**src/rtl/busca_maximo.sv**
```systemverilog
// Frame-based running maximum tracker with valid/ready streaming ports.
// Optional minimum tracking is enabled by defining MIN_TRACK_EN.

module comparador_8b (
  input  logic [7:0] i_a,
  input  logic [7:0] i_b,
  output logic       o_m,
  output logic       o_i
);
  assign o_m = (i_a > i_b);
  assign o_i = (i_a == i_b);
endmodule

module busca_maximo #(
  parameter int unsigned CNT_W = 8
) (
  input  logic             clk,
  input  logic             rst,
  input  logic             in_valid,
  output logic             in_ready,
  input  logic [7:0]       in_data,
  input  logic             in_last,
  output logic             out_valid,
  input  logic             out_ready,
  output logic [7:0]       out_max,
  output logic [CNT_W-1:0] out_idx,
  output logic [CNT_W-1:0] out_count,
  output logic             out_sat
`ifdef MIN_TRACK_EN
  ,
  output logic [7:0]       out_min,
  output logic [CNT_W-1:0] out_min_idx
`endif
);

  typedef enum logic [1:0] {StIdle, StAcum, StDone} state_e;

  localparam logic [CNT_W-1:0] CntMax = '1;

  state_e           r_state, w_state_d;
  logic [7:0]       r_max, w_max_d;
  logic [CNT_W-1:0] r_idx, w_idx_d;
  logic [CNT_W-1:0] r_count, w_count_d;
  logic             r_sat, w_sat_d;
  logic             w_accept, w_load;
  logic             w_max_m, w_max_i;

  logic [7:0]       r_out_max;
  logic [CNT_W-1:0] r_out_idx, r_out_count;
  logic             r_out_sat;

  comparador_8b u_cmp_max (
    .i_a(in_data),
    .i_b(r_max),
    .o_m(w_max_m),
    .o_i(w_max_i)
  );

`ifdef MIN_TRACK_EN
  logic [7:0]       r_min, w_min_d;
  logic [CNT_W-1:0] r_min_idx, w_min_idx_d;
  logic [7:0]       r_out_min;
  logic [CNT_W-1:0] r_out_min_idx;
  logic             w_min_m, w_min_i;

  comparador_8b u_cmp_min (
    .i_a(in_data),
    .i_b(r_min),
    .o_m(w_min_m),
    .o_i(w_min_i)
  );

  assign out_min     = r_out_min;
  assign out_min_idx = r_out_min_idx;
`endif

  assign in_ready  = ~rst & (r_state != StDone);
  assign out_valid = (r_state == StDone);
  assign w_accept  = in_valid & in_ready;
  assign w_load    = w_accept & in_last;

  assign out_max   = r_out_max;
  assign out_idx   = r_out_idx;
  assign out_count = r_out_count;
  assign out_sat   = r_out_sat;

  always_comb begin
    w_state_d = r_state;
    w_max_d   = r_max;
    w_idx_d   = r_idx;
    w_count_d = r_count;
    w_sat_d   = r_sat;
`ifdef MIN_TRACK_EN
    w_min_d     = r_min;
    w_min_idx_d = r_min_idx;
`endif
    case (r_state)
      StIdle: begin
        if (w_accept) begin
          w_max_d   = in_data;
          w_idx_d   = '0;
          w_count_d = CNT_W'(1);
          w_sat_d   = 1'b0;
`ifdef MIN_TRACK_EN
          w_min_d     = in_data;
          w_min_idx_d = '0;
`endif
          w_state_d = in_last ? StDone : StAcum;
        end
      end
      StAcum: begin
        if (w_accept) begin
          // Strictly greater only, so the earliest occurrence keeps the index on ties.
          if (w_max_m & ~w_max_i) begin
            w_max_d = in_data;
            w_idx_d = r_count;
          end
`ifdef MIN_TRACK_EN
          if (~w_min_m & ~w_min_i) begin
            w_min_d     = in_data;
            w_min_idx_d = r_count;
          end
`endif
          if (r_count == CntMax) begin
            w_sat_d = 1'b1;
          end else begin
            w_count_d = r_count + CNT_W'(1);
          end
          if (in_last) w_state_d = StDone;
        end
      end
      StDone: begin
        if (out_ready) w_state_d = StIdle;
      end
      default: w_state_d = StIdle;
    endcase
  end

  always_ff @(posedge clk) begin
    if (rst) begin
      r_state     <= StIdle;
      r_max       <= '0;
      r_idx       <= '0;
      r_count     <= '0;
      r_sat       <= 1'b0;
      r_out_max   <= '0;
      r_out_idx   <= '0;
      r_out_count <= '0;
      r_out_sat   <= 1'b0;
    end else begin
      r_state <= w_state_d;
      r_max   <= w_max_d;
      r_idx   <= w_idx_d;
      r_count <= w_count_d;
      r_sat   <= w_sat_d;
      if (w_load) begin
        r_out_max   <= w_max_d;
        r_out_idx   <= w_idx_d;
        r_out_count <= w_count_d;
        r_out_sat   <= w_sat_d;
      end
    end
  end

`ifdef MIN_TRACK_EN
  always_ff @(posedge clk) begin
    if (rst) begin
      r_min         <= '0;
      r_min_idx     <= '0;
      r_out_min     <= '0;
      r_out_min_idx <= '0;
    end else begin
      r_min     <= w_min_d;
      r_min_idx <= w_min_idx_d;
      if (w_load) begin
        r_out_min     <= w_min_d;
        r_out_min_idx <= w_min_idx_d;
      end
    end
  end
`endif

endmodule

```
**config.mk**
```make
export PLATFORM = sky130hd
export DESIGN_NAME = busca_maximo
export DESIGN_NICKNAME = d
export VERILOG_FILES = /design/src/rtl/busca_maximo.sv
export SDC_FILE = /design/constraint.sdc
export NUM_CORES = 1
export LEC_CHECK = 0
export ABC_AREA = 1
export BUFFER_PORTS_ARGS = -buffer_cell sky130_fd_sc_hd__buf_2
export CAP_MARGIN = 20
export CORE_ASPECT_RATIO = 0.7
export CORE_MARGIN = 2
export CORE_UTILIZATION = 42
export CTS_CLUSTER_DIAMETER = 80
export DETAILED_ROUTE_END_ITERATION = 7
export GPL_ROUTABILITY_DRIVEN = 0
export PLACE_DENSITY = 0.65
export SYNTH_ARGS = -nofsm -noshare
export SYNTH_HDL_FRONTEND = slang
export SYNTH_SLANG_ARGS = --single-unit
```
**constraint.sdc**
```tcl
create_clock -name clk -period 3.1 [get_ports clk]
set_input_delay 0.62 -clock clk [delete_from_list [all_inputs] [get_ports clk]]
set_output_delay 0.62 -clock clk [all_outputs]
set_load 0.05 [all_outputs]
```
### Yosys cells after proc, flatten, opt, wreduce, memory -nomap -nowiden

Index checks and enable logic that the tools add are counted.

* output and inout port bits: 27
* bits in registers: 52
* logic and storage cells: 50

* equality and inequality tests: 9
* mux-type cells: 22
* $lt $le $gt $ge: 1
* bitwise operators: 6
* add/subtract/negate cells: 1
* reduce and logical (&&, ||, !) cells: 2

Operator list (count)
* 8-bit 2-to-1 mux: 9
* 8-bit one-hot mux with 2 select lines: 3
* 2-bit 2-to-1 mux: 5
* 8-bit by 1-bit adder with 8-bit output, second input constant: 1
* 8-bit equality test: 1
* 8-bit equality test, second input constant: 1
* 8-bit greater-than comparator: 1
* 2-bit != test, second input constant: 4
* 2-bit one-hot mux with 3 select lines: 1
* 1-bit AND: 4
* 4-bit AND reduction: 1
* 1-bit 2-to-1 mux: 3
* 2-bit by 1-bit equality test with 1-bit output, second input constant: 1
* 2-bit equality test, second input constant: 1
* 2-bit zero test: 1
* 2-bit by 1-bit != test with 1-bit output, second input constant: 1
* 1-bit inverter: 2
* 1-bit one-hot mux with 2 select lines: 1

### Depth between registers and ports, before layout

* depth after elaboration: 6
* gate-level depth with buffers: 16
* mapped depth without buffers: 15

### Modules after synthesis

From an unflattened synthesis, not the netlist that was laid out.

* cell total of the unflattened synthesis: 475
* area, all modules: 3064.2 µm²

By module, submodules not included
* busca_maximo: area an instance 2822.7 µm², cells each 439, instances 1
* comparador_8b: area an instance 241.5 µm², cells each 36, instances 1

### Worst setup path before layout

Ideal clock, no wire load.

* path kind: input to output
* from: input port rst
* to: output port in_ready
* setup slack: 845 ps
* data required time: 2480 ps
* stages on the path: 3
* arrival time: 1635 ps
* cell sequence: buf_4 > clkbuf_1 > nor2_1

* longest elaborated chain between the ends: 2

Ends and longest elaborated chain
* start, declared: line 18 `input logic rst,`
* 1-bit inverter: line 77 `assign in_ready = ~rst & (r_state != StDone);`
* 1-bit AND: line 77
* end, declared: line 20 `output logic in_ready,`

Every way passes these cells.

### Final worst setup path

* from: input port in_data[7]
* to: register r_out_max[7] (netlist: out_max[7])

* longest elaborated chain between the ends: 6
* elaborated cells on any way between the ends: 8
* those cells by class: 1 x order compare; 1 x eq/ne; 4 x mux; 2 x bitwise

Ends and longest elaborated chain
* start, declared: line 21 `input logic [7:0] in_data,`
* branches (longest 5 deep; another with 8-bit greater-than comparator)
* 8-bit one-hot mux with 2 select lines (*): line 97 `case (r_state)`
* end signal, assigned: line 157 `r_out_max <= w_max_d;`
* end, declared: line 48 `logic [7:0] r_out_max;`

Mark *: on every way between the ends.
A chain may end at the register's enable or synchronous reset.

==> run summary <==
The flow ran to the end, and the final reports show no timing, DRC or antenna violations. The clock tree synthesis step divided the H-tree into 2 levels. For the final routed database, the setup TNS stands at 0 ps. The share of post-route cells with drive strength above 1 came out at 14.1%.

The element type at the critical path start is an input pin. The data required time at the worst endpoint came out at 3350 ps. Grouping stages by cell kind, the critical path spends the most delay in simple AND/OR/NAND/NOR gates.

Yosys attributes the largest share of cell area to sky130_fd_sc_hd__dfxtp_1, sky130_fd_sc_hd__nand2_1, sky130_fd_sc_hd__nand3_1, sky130_fd_sc_hd__inv_1, sky130_fd_sc_hd__o21a_1. Walking the worst path, the cells encountered are buf_2, ha_1, nand2_1, nor2_1, nand2_1, nand2_1, nand2_4, nand2_1, nand3_1, nand3_1, nand2_1, inv_1. The logs give 149 for the number of DRC markers in iteration 0 and 0.00634 mm² for the standard cell core area.

In this run the worst path has a maximum fanout of 17. During synthesis, Yosys emitted a total of 0 warnings. The combined buffer and inverter count along the critical path is 2, and the cell area after synthesis is 0.00280 mm². The hold violation count in the final report was 0. The net switching power is 0.516 mW, and the number of buffers inserted to repair setup after CTS is 0. For the number of antenna cells inserted, the log shows 0. Hold repair after CTS inserted 0 buffers. In this design, the stage delay of the slowest critical-path cell is 390 ps.

TritonCTS built the clock tree. Number of global-route vias before repair: 2405. In the routed layout, each cell is associated on average with a via count of 4.99. The tools report the worst hold path startpoint as r_idx[2]$_SDFF_PP0_. The first detailed-routing pass ran for 4 iterations.

Remaining global-route overflow: 0. For the maximum buffer depth of the clock tree, the log shows 2. The count of standard-cell rows came out at 24. In this run the power density over the cells is 497 mW/mm². The top cell types in the final layout, fill and taps aside, are sky130_fd_sc_hd__nand2_1, sky130_fd_sc_hd__inv_1, sky130_fd_sc_hd__nand3_1.

The run gives 2622 as the total via count after detailed routing. Setup violations remaining at the end of the flow were counted as 0. The area of the die came out at 0.00735 mm².

The top cell type by total area after synthesis was sky130_fd_sc_hd__dfxtp_1. The run gives 1.58 mW as the total power draw. At the pin with the least slew margin, the transition time is 518 ps. Cell internal power was estimated by the tool at 1.06 mW.

The max-slew violation count came out at 0. The run gives 0 as the post-CTS resize count. For this run, design rule violations remaining after detail routing come to 0. The footprint of the multi-input gates came out at 0.00140 mm².

The min-delay analysis places its worst path in the category reg -> reg. Once detail routing completed, the nets flagged for antenna violations numbered 0. The wire length of the first global-routing pass was 11000 µm; the number of max-cap violations was 0. After technology mapping, the gate count stands at 401.

Fill cells in the final layout number 673. The tools report the worst flop-to-flop path startpoint as r_max[6]$_SDFF_PP0_. Synthesized area per cell: 6.98 µm². Registers are responsible for 46.2% of the overall power. Relative to the synthesized area, the layout overhead comes to 13.2%. The most critical setup path has its startpoint at in_data[7]. The routed length per instance works out to 12.3 µm. For the clock share of power, the log shows 29.3%. Of the post-synthesis cell area, the dominant cell type holds 37.2%.

After clock tree synthesis, the clock-pin slew on the worst setup and hold paths is 90 ps. The most common cell after layout, fill and taps aside is sky130_fd_sc_hd__nand2_1. Across the whole layout, storage elements account for 0.00104 mm². In this run switching power makes up 32.8% of total power. The critical path class is in -> reg. Setup repair after global routing left no endpoint under its margin. Summing the sequential cell areas from Yosys gives 37.2% of the chip area. Cell at the root of the clock tree: sky130_fd_sc_hd__clkbuf_8.

The net count of the finished layout is 455. The slowest stage of the critical path is the sky130_fd_sc_hd__nand2_1 cell. Clock period minus final worst setup slack: 2190 ps. The I/O pin total is 40, and the insertion delay to the later sink of the worst-skew pair is 300 ps.

In this run, the combinational gates consume 24.5% of the power. The distinct cell type count of the synthesized netlist came out at 32. For the headroom to the max-slew limit, the log shows 65.4%. The leakage power is 1.53 nW, and the final cycle utilization of the critical path is 70.7%. Detailed placement ended at an HPWL of 4670 µm. The most numerous cell type found on the critical path is sky130_fd_sc_hd__nand2_1.

Global routing used 18.4% of the available tracks. From left edge to right edge, the die measures 102 µm. Flip-flop and latch count after synthesis: 52. Across the routed clock network, the largest skew measured is 7.00 ps. Port buffering added 39 buffers. The maximum clock frequency is 457 MHz. Summed over all layers, the routed wires come to 6440 µm. Entering global routing, the biggest net connects 34 pins.

The net count after synthesis is 423, and the number of buffers created by CTS is 5. The effective utilization at floorplan is 44.2%. Across the VDD grid, the largest voltage drop is 0.188 mV. The worst setup path is captured at a flip-flop. The die is 72.3 µm tall. The clock net in this run drives a total of 52 sinks. The arrival time of the worst setup path was 2440 ps; the number of antenna violations at the first check in global routing was 0.
worst paths after layout:
| path | cells after the start | endpoint | slack [ps] |
|---|---|---|---|
| worst max-delay path | 12 | out_max[7]$_SDFFE_PP0P_ | 910 |
| worst min-delay path | 2 | r_idx[2]$_SDFF_PP0_ | 490 |
| worst max register to register | 12 | out_max[7]$_SDFFE_PP0P_ | 920 |
| worst min register to register | 2 | r_idx[2]$_SDFF_PP0_ | 490 |
final cells by class:
cell class,count,share of cell area (%)
multi-input cells,260,44.2
clock inverters,2,1.10
well taps,91,3.59
flip-flops and latches,52,32.8
inverters,71,8.45
clock buffers,6,2.29
repair buffers,43,7.50
state kept, by name (all words and copies together) (netlist names):
signal     count
out_count      8
out_idx        8
out_max        8
r_count        8
r_idx          8
r_max          8
r_state        2
out_sat        1
r_sat          1
per-stage QoR:
step	cells	setup WS [ps]	util [%]	area [µm²]	hold slack [ps]
2_1_floorplan	401	845	-	2800	465
3_3_place_gp	517	671	48.3	3060	475
3_5_place_dp	517	613	48.3	3060	484
4_1_cts	525	929	50.0	3170	498
5_1_grt	525	705	50.0	3170	515
6_report	525	910	50.0	3170	493
cells in the mapped netlist:
cell and count:
sky130_fd_sc_hd__nand2_1 82, sky130_fd_sc_hd__clkinv_1 2, sky130_fd_sc_hd__a21oi_1 28, sky130_fd_sc_hd__nor3_1 2, sky130_fd_sc_hd__nand3_1 57, sky130_fd_sc_hd__o211ai_1 2, sky130_fd_sc_hd__o31ai_1 1, sky130_fd_sc_hd__nand3b_1 1
sky130_fd_sc_hd__clkbuf_1 6, sky130_fd_sc_hd__o221ai_1 8, sky130_fd_sc_hd__nor2_1 16, sky130_fd_sc_hd__nand2_4 1, sky130_fd_sc_hd__clkbuf_2 1, sky130_fd_sc_hd__a21o_1 2, sky130_fd_sc_hd__o21bai_1 2, sky130_fd_sc_hd__inv_1 67
sky130_fd_sc_hd__buf_4 3, sky130_fd_sc_hd__buf_6 1, sky130_fd_sc_hd__nand3_4 1, sky130_fd_sc_hd__nand2_2 3, sky130_fd_sc_hd__a31oi_1 1, sky130_fd_sc_hd__o21ai_1 1, sky130_fd_sc_hd__o21ai_0 18, sky130_fd_sc_hd__a21oi_4 1
sky130_fd_sc_hd__ha_1 9, sky130_fd_sc_hd__xor2_1 1, sky130_fd_sc_hd__buf_2 7, sky130_fd_sc_hd__o21a_1 21, sky130_fd_sc_hd__inv_2 1, sky130_fd_sc_hd__dfxtp_1 52, sky130_fd_sc_hd__o21ai_2 2, sky130_fd_sc_hd__clkinv_2 1
layer usage:
| metal | wire length [µm] | track usage, % | vias up |
|---|---|---|---|
| li1 | - | - | 1366 |
| met1 | 3310 | 26.8 | 1192 |
| met2 | 2700 | 28.5 | 58 |
| met3 | 380 | 3.66 | 6 |
| met4 | 48 | 3.60 | 0 |
| met5 | 0 | 0 | - |
power by group through the flow:
stage / Combinational (mW) / Sequential (mW) / Clock [mW]
after floorplan: 0.245 / 0.799 / 0
after global placement: 0.377 / 0.742 / 0
after detailed placement: 0.385 / 0.743 / 0
after CTS: 0.386 / 0.728 / 0.478
after global routing: 0.430 / 0.734 / 0.501
final: 0.386 / 0.728 / 0.462
logic make-up (layout without fill, tap and decap cells):
logic type | count (synthesis) | after routing | synth area share, %
AND/OR/NAND/NOR | 163 | 163 | 25.6
buffers and inverters | 89 | 122 | 13.0
AO/OA/AOI/OAI | 87 | 87 | 19.8
flip-flops | 52 | 52 | 37.2
adder cells (fa/ha/maj) | 9 | 9 | 4.02
XOR/XNOR | 1 | 1 | 0.313
worst register-to-register path, stage by stage (launching register included):
cell,delay (ps)
sky130_fd_sc_hd__dfxtp_1,330
sky130_fd_sc_hd__inv_1,80
sky130_fd_sc_hd__ha_1,280
sky130_fd_sc_hd__nand2_1,60
sky130_fd_sc_hd__nor2_1,220
sky130_fd_sc_hd__nand2_1,80
sky130_fd_sc_hd__nand2_1,390
sky130_fd_sc_hd__nand2_4,250
sky130_fd_sc_hd__nand2_1,110
sky130_fd_sc_hd__nand3_1,100
sky130_fd_sc_hd__nand3_1,130
sky130_fd_sc_hd__nand2_1,60
sky130_fd_sc_hd__inv_1,40
(Power assumes the default switching activity.)
